`config.mk`:
```
export PLATFORM = sky130hd
export DESIGN_NAME = soc_system_pio_result
export DESIGN_NICKNAME = d
export VERILOG_FILES = /design/src/rtl/soc_system_pio_result.sv
export SDC_FILE = /design/constraint.sdc
export NUM_CORES = 1
export LEC_CHECK = 0
export ABC_AREA = 1
export CORE_AREA = 2 2 168 170
export CTS_BUF_LIST = sky130_fd_sc_hd__clkbuf_16
export DETAILED_ROUTE_END_ITERATION = 16
export DIE_AREA = 0 0 170 172
export GPL_TIMING_DRIVEN = 0
export PLACE_DENSITY = 0.61
export SLEW_MARGIN = 5
export SYNTH_ARGS = -nofsm -noshare
export SYNTH_HDL_FRONTEND = slang
export SYNTH_SLANG_ARGS = --single-unit
export TNS_END_PERCENT = 100
```
`constraint.sdc`:
```
create_clock -name clk -period 3.5 [get_ports clk]
set_input_delay 0.875 -clock clk [delete_from_list [all_inputs] [get_ports clk]]
set_output_delay 0.875 -clock clk [all_outputs]
set_load 0.01 [all_outputs]
```
`src/rtl/soc_system_pio_result.sv`:
```
// soc_system_pio_result
//   Result return path from the coprocessor to the HPS. The coprocessor pushes
//   result words into a DEPTH-entry FIFO. The HPS drains that FIFO over an
//   Avalon-MM slave with zero read latency; a read of the data register pops
//   one entry. The block also provides a status register, an IRQ mask, a
//   sticky overflow flag and a FIFO flush.
//
// Ports
//   clk         system clock (single domain)
//   reset       asynchronous, active-high reset
//   address     register select (0 data, 1 status, 2 irqmask, 3 control)
//   chipselect  slave select
//   read_n      active-low read strobe
//   write_n     active-low write strobe
//   writedata   bus write data
//   readdata    bus read data, combinational from address and registered state
//   in_data     result word from the coprocessor
//   in_valid    single-cycle push strobe
//   in_ready    ~full; advisory only, the producer is never stalled
//   irq         level interrupt to the HPS
module soc_system_pio_result #(
  parameter int DATA_W = 32,
  parameter int DEPTH  = 8
) (
  input  logic              clk,
  input  logic              reset,
  input  logic [2:0]        address,
  input  logic              chipselect,
  input  logic              read_n,
  input  logic              write_n,
  input  logic [31:0]       writedata,
  output logic [31:0]       readdata,
  input  logic [DATA_W-1:0] in_data,
  input  logic              in_valid,
  output logic              in_ready,
  output logic              irq
);

  localparam int PTR_W = $clog2(DEPTH);
  localparam int LVL_W = PTR_W + 1;
  localparam logic [LVL_W-1:0] LVL_FULL = LVL_W'(DEPTH);

  logic [DATA_W-1:0] mem_r [DEPTH];
  logic [PTR_W-1:0]  rd_ptr_r;
  logic [PTR_W-1:0]  wr_ptr_r;
  logic [LVL_W-1:0]  level_r;
  logic              overflow_r;
  logic [1:0]        irqmask_r;

  logic              rd_strobe_s;
  logic              wr_strobe_s;
  logic              empty_s;
  logic              full_s;
  logic              flush_s;
  logic              clr_ovf_s;
  logic              pop_s;
  logic              push_s;
  logic              ovf_evt_s;
  logic [31:0]       rdata_s;

  assign rd_strobe_s = chipselect & ~read_n;
  assign wr_strobe_s = chipselect & ~write_n;
  assign empty_s     = (level_r == {LVL_W{1'b0}});
  assign full_s      = (level_r == LVL_FULL);

  assign flush_s   = wr_strobe_s & (address == 3'd3) & writedata[1];
  assign clr_ovf_s = wr_strobe_s & (address == 3'd3) & writedata[0];
  // A pop on an empty FIFO is simply ignored.
  assign pop_s     = rd_strobe_s & (address == 3'd0) & ~empty_s & ~flush_s;
  // A simultaneous pop frees the slot, so a full FIFO still accepts the word.
  assign push_s    = in_valid & ~flush_s & (~full_s | pop_s);
  // Flush wins over a push in the same cycle and never raises overflow.
  assign ovf_evt_s = in_valid & ~flush_s & full_s & ~pop_s;

  // FIFO storage: written on an accepted push, contents need no reset.
  always_ff @(posedge clk) begin
    if (push_s) begin
      mem_r[wr_ptr_r] <= in_data;
    end
  end

  // Pointer and level bookkeeping; flush returns the FIFO to empty.
  always_ff @(posedge clk or posedge reset) begin
    if (reset) begin
      rd_ptr_r <= {PTR_W{1'b0}};
      wr_ptr_r <= {PTR_W{1'b0}};
      level_r  <= {LVL_W{1'b0}};
    end else if (flush_s) begin
      rd_ptr_r <= {PTR_W{1'b0}};
      wr_ptr_r <= {PTR_W{1'b0}};
      level_r  <= {LVL_W{1'b0}};
    end else begin
      if (push_s) begin
        wr_ptr_r <= wr_ptr_r + PTR_W'(1);
      end
      if (pop_s) begin
        rd_ptr_r <= rd_ptr_r + PTR_W'(1);
      end
      case ({push_s, pop_s})
        2'b10:   level_r <= level_r + LVL_W'(1);
        2'b01:   level_r <= level_r - LVL_W'(1);
        default: level_r <= level_r;
      endcase
    end
  end

  // Sticky overflow flag; a new overflow beats a clear in the same cycle.
  always_ff @(posedge clk or posedge reset) begin
    if (reset) begin
      overflow_r <= 1'b0;
    end else if (ovf_evt_s) begin
      overflow_r <= 1'b1;
    end else if (clr_ovf_s) begin
      overflow_r <= 1'b0;
    end else begin
      overflow_r <= overflow_r;
    end
  end

  // IRQ mask register.
  always_ff @(posedge clk or posedge reset) begin
    if (reset) begin
      irqmask_r <= 2'b00;
    end else if (wr_strobe_s && (address == 3'd2)) begin
      irqmask_r <= writedata[1:0];
    end else begin
      irqmask_r <= irqmask_r;
    end
  end

  // Read mux: zero-latency, unmapped addresses and unlisted bits read 0.
  always_comb begin
    rdata_s = 32'h0000_0000;
    case (address)
      3'd0: begin
        if (!empty_s) begin
          rdata_s[DATA_W-1:0] = mem_r[rd_ptr_r];
        end else begin
          rdata_s = 32'h0000_0000;
        end
      end
      3'd1: begin
        rdata_s[0]           = empty_s;
        rdata_s[1]           = full_s;
        rdata_s[2]           = overflow_r;
        rdata_s[8 +: LVL_W]  = level_r;
      end
      3'd2:    rdata_s[1:0] = irqmask_r;
      default: rdata_s = 32'h0000_0000;
    endcase
  end

  assign readdata = rdata_s;
  assign in_ready = ~full_s;
  // Derived from registered state only; bus inputs never reach irq directly.
  assign irq      = (irqmask_r[0] & ~empty_s) | (irqmask_r[1] & overflow_r);

endmodule

```
==> impl_results.md <==
* Vias per inst at 5.29
* Via count at 7071
* Nature of the critical path startpoint: flip-flop
* Worst setup margin at 0.185 ns
* Crit path required time at 2.62 ns
* First-pass DRT Iterations at 5
* # nets final at 1045
* Synthesized area at 0.0109 sq mm
* CP Data Arrival Time at 2.44 ns
* Post-Route Utilization at 47.9%
* Synth area leaders: edfxtp_1 (71%), o21ai_0 (7.1%), nor2_1 (6.6%), dfrtp_1 (3.0%), o22ai_1 (1.7%)
* CTS max path bufs at 3
* DRC at 0
* Area occupied by multi-input gates at 0.00255 sq mm
* Launch point of the worst path: rd_ptr_r[0]
* Skew-Pair Late Insertion Delay at 0.55 ns
* Clk slew on worst S/H paths at 0.06 ns
* Die span in x at 170 microns
* Finished Layout Cells at 1336
* Largest net degree at the start of global routing at 25
* Hold Path Origin: irqmask_r[0]
* Delay-heaviest family, CP: buffers and inverters
* Distinct cells, synth at 35
* Num Clock Sinks at 269
* Remaining antenna violation count at 0
* Hold Buf Count CTS at 0
* Fin. max-slew vios at 0
* IO buf count at 76
* Kind of critical path: flip-flop to output pin
* Leakage Power at 0.00462 uW
* Layout cell share with drive strength beyond 1 at 13.0%
* Starting DRT DRC Count at 698
* Synth Register Bits at 269
* Sequential area share after synthesis at 73.6%
* Initial antenna violation count at 0
* Maxcap violations at 0
* Overall routing resource usage at 18.3%
* GPL Wtd Cong at 0.789
* Core Footprint at 0.0275 sq mm
* Final period util at 94.7%
* Sequential standard cell area at 0.00801 sq mm
* Gate Count Post-Synth at 852
* Die Area at 0.0292 sq mm
* Post-synth top flop: edfxtp_1
* Diodes inserted at 0
* Hold Fails Final Rpt at 0
* Commonest cells in the netlist: edfxtp_1 (256), nor2_1 (190), o21ai_0 (155)
* Yosys warns at 0
* Crit path max-delay cell type: dfrtp_1
* Total gr overflow at 0
* Post-synth EDFFs at 256
* Worst-case clock skew at 0.0176 ns
* Post-synth top area share at 70.7%
* Post-Syn Nets at 929
* Syn Area/Cell at 12.8 sq um
* Largest area contributor in the netlist: edfxtp_1
* Crit path cell chain: inv_2 > clkbuf_1 > o21ai_0 > o22ai_1 > o21ai_1 > a31oi_1 > dlygate4sd2_1
* Post-DP HPWL at 17200 microns
* Status: completed
* Root Driver: clkbuf_16
* CTS H-tree lvls at 1
* Highest clock rate at 302 MHz
* Critical Path Max Stage Delay at 0.44 ns
* Placed Cells at 1282
* RSZ-0062 raised after global routing: no
* Final-report setup violation count at 0
* Buf+Inv Stages, Crit Path at 3
* Layout area overhead at 21.0%
* Worst Tran Pin Value at 0.667 ns
* Max FO, Critical Path at 10
* Rel. slew slack at 55.4%
* First-pass GRT wire length at 40600 microns
* CP Capture Type: output pin
* Vias in the first global route at 6832
* Number of fillers in the final layout at 2454
* VDD IR max at 0.000487 V
* WL final at 26500 microns
* Num ports at 107
* Pwr Density at 771 mW/mm^2
* Hold Crit Class: flip-flop to flip-flop
* Asr flop ratio synth at 4.83%
* Initial core utilization at 39.6%
* R2R Path Start: level_r[2]
* DR WL/cell at 19.8 microns
* CTS tree: done
* Post-place setup slack at -0.433 ns
* Fin crit period at 3.32 ns
* Chip height at 172 microns
* Most frequent cell after synthesis: edfxtp_1
* Row count at 61
* CTS Buf Count at 28
## metrics by stage
step                total power [uW]  area (sq um)  setup TNS, ns  hold WS (ns)
global placement                7360         12100        -436.19         0.505
detailed placement              7530         12300         -10.34         0.510
finish                         10200         13200              0         0.535
floorplan                       6180         10900              0         0.469
global route                   10700         13200              0         0.548
CTS                            10200         13200        -0.0144         0.524
## what timing repair did
item,CTS,global route
setup endpoints to repair,32,22
buffers inserted,2,0
gates resized for setup,59,22
## cell type report
cell class              count  area share, %
well taps                 346           3.29
clock buffers              28           5.32
clock inverters            24           1.09
flip-flops and latches    269           60.9
repair buffers             86           6.96
inverters                  32          0.931
plain buffers              51           2.18
multi-input cells         500           19.4
## registers in the layout, indices dropped and copies added, names as in the netlist
name,count
mem_r,256
level_r,4
rd_ptr_r,3
wr_ptr_r,3
irqmask_r,2
overflow_r,1
## worst paths after layout
| path | to | slack, ns | depth (start not counted) |
|---|---|---|---|
| max | readdata[5] | 0.18 | 7 |
| min | irqmask_r[0] | 0.54 | 2 |
| max reg2reg | mem_r[2][22] | 1.21 | 9 |
| min reg2reg | irqmask_r[0] | 0.54 | 2 |
| max in group asynchronous | wr_ptr_r[0] | 2.44 | 2 |
| min in group asynchronous | rd_ptr_r[0] | 0.69 | 2 |
## report_power, final
group | leakage, uW | switching (uW) | internal, uW
clock network | 0.000426 | 1190 | 1520
logic | 0.00171 | 2260 | 1010
registers | 0.00248 | 136 | 4030
total | 0.00462 | 3580 | 6570
## tightest hold or removal path, stage by stage, from the launching register on
cell	delay, ns
dfrtp_1	0.37
nand2_1	0.06
o21ai_0	0.07
## per-layer routing
metal / routed length [microns] / up-vias / global-route usage [%]
met2: 12500 / 238 / 30.6
met1: 11900 / 3439 / 25.3
met3: 1570 / 40 / 2.70
met4: 521 / 0 / 5.17
li1: - / 3354 / -
met5: 0 / - / 0
## cells in the final DEF (no fill, tap or decap), types with 15 or more instances in the layout
cell             Yosys  layout
edfxtp_1           256     256
inv_1               24      29
dlygate4sd2_1        0      23
nor2_1             190     182
a31oi_1             25      25
buf_2               22      19
nand2_1             33      33
o21ai_1             13      15
clkbuf_16            0      28
clkbuf_2             3      19
clkdlybuf4s50_1      0      41
o21ai_0            155     153
o22ai_1             29      29
## logic make-up after synthesis
group,synth area share (%)
compound gates,12.4
xor+xnor,0.161
fa+ha+maj,0.460
buf+inv,3.45
flops,73.6
simple gates,9.90
Note: power is estimated with default switching activity, not from simulation.
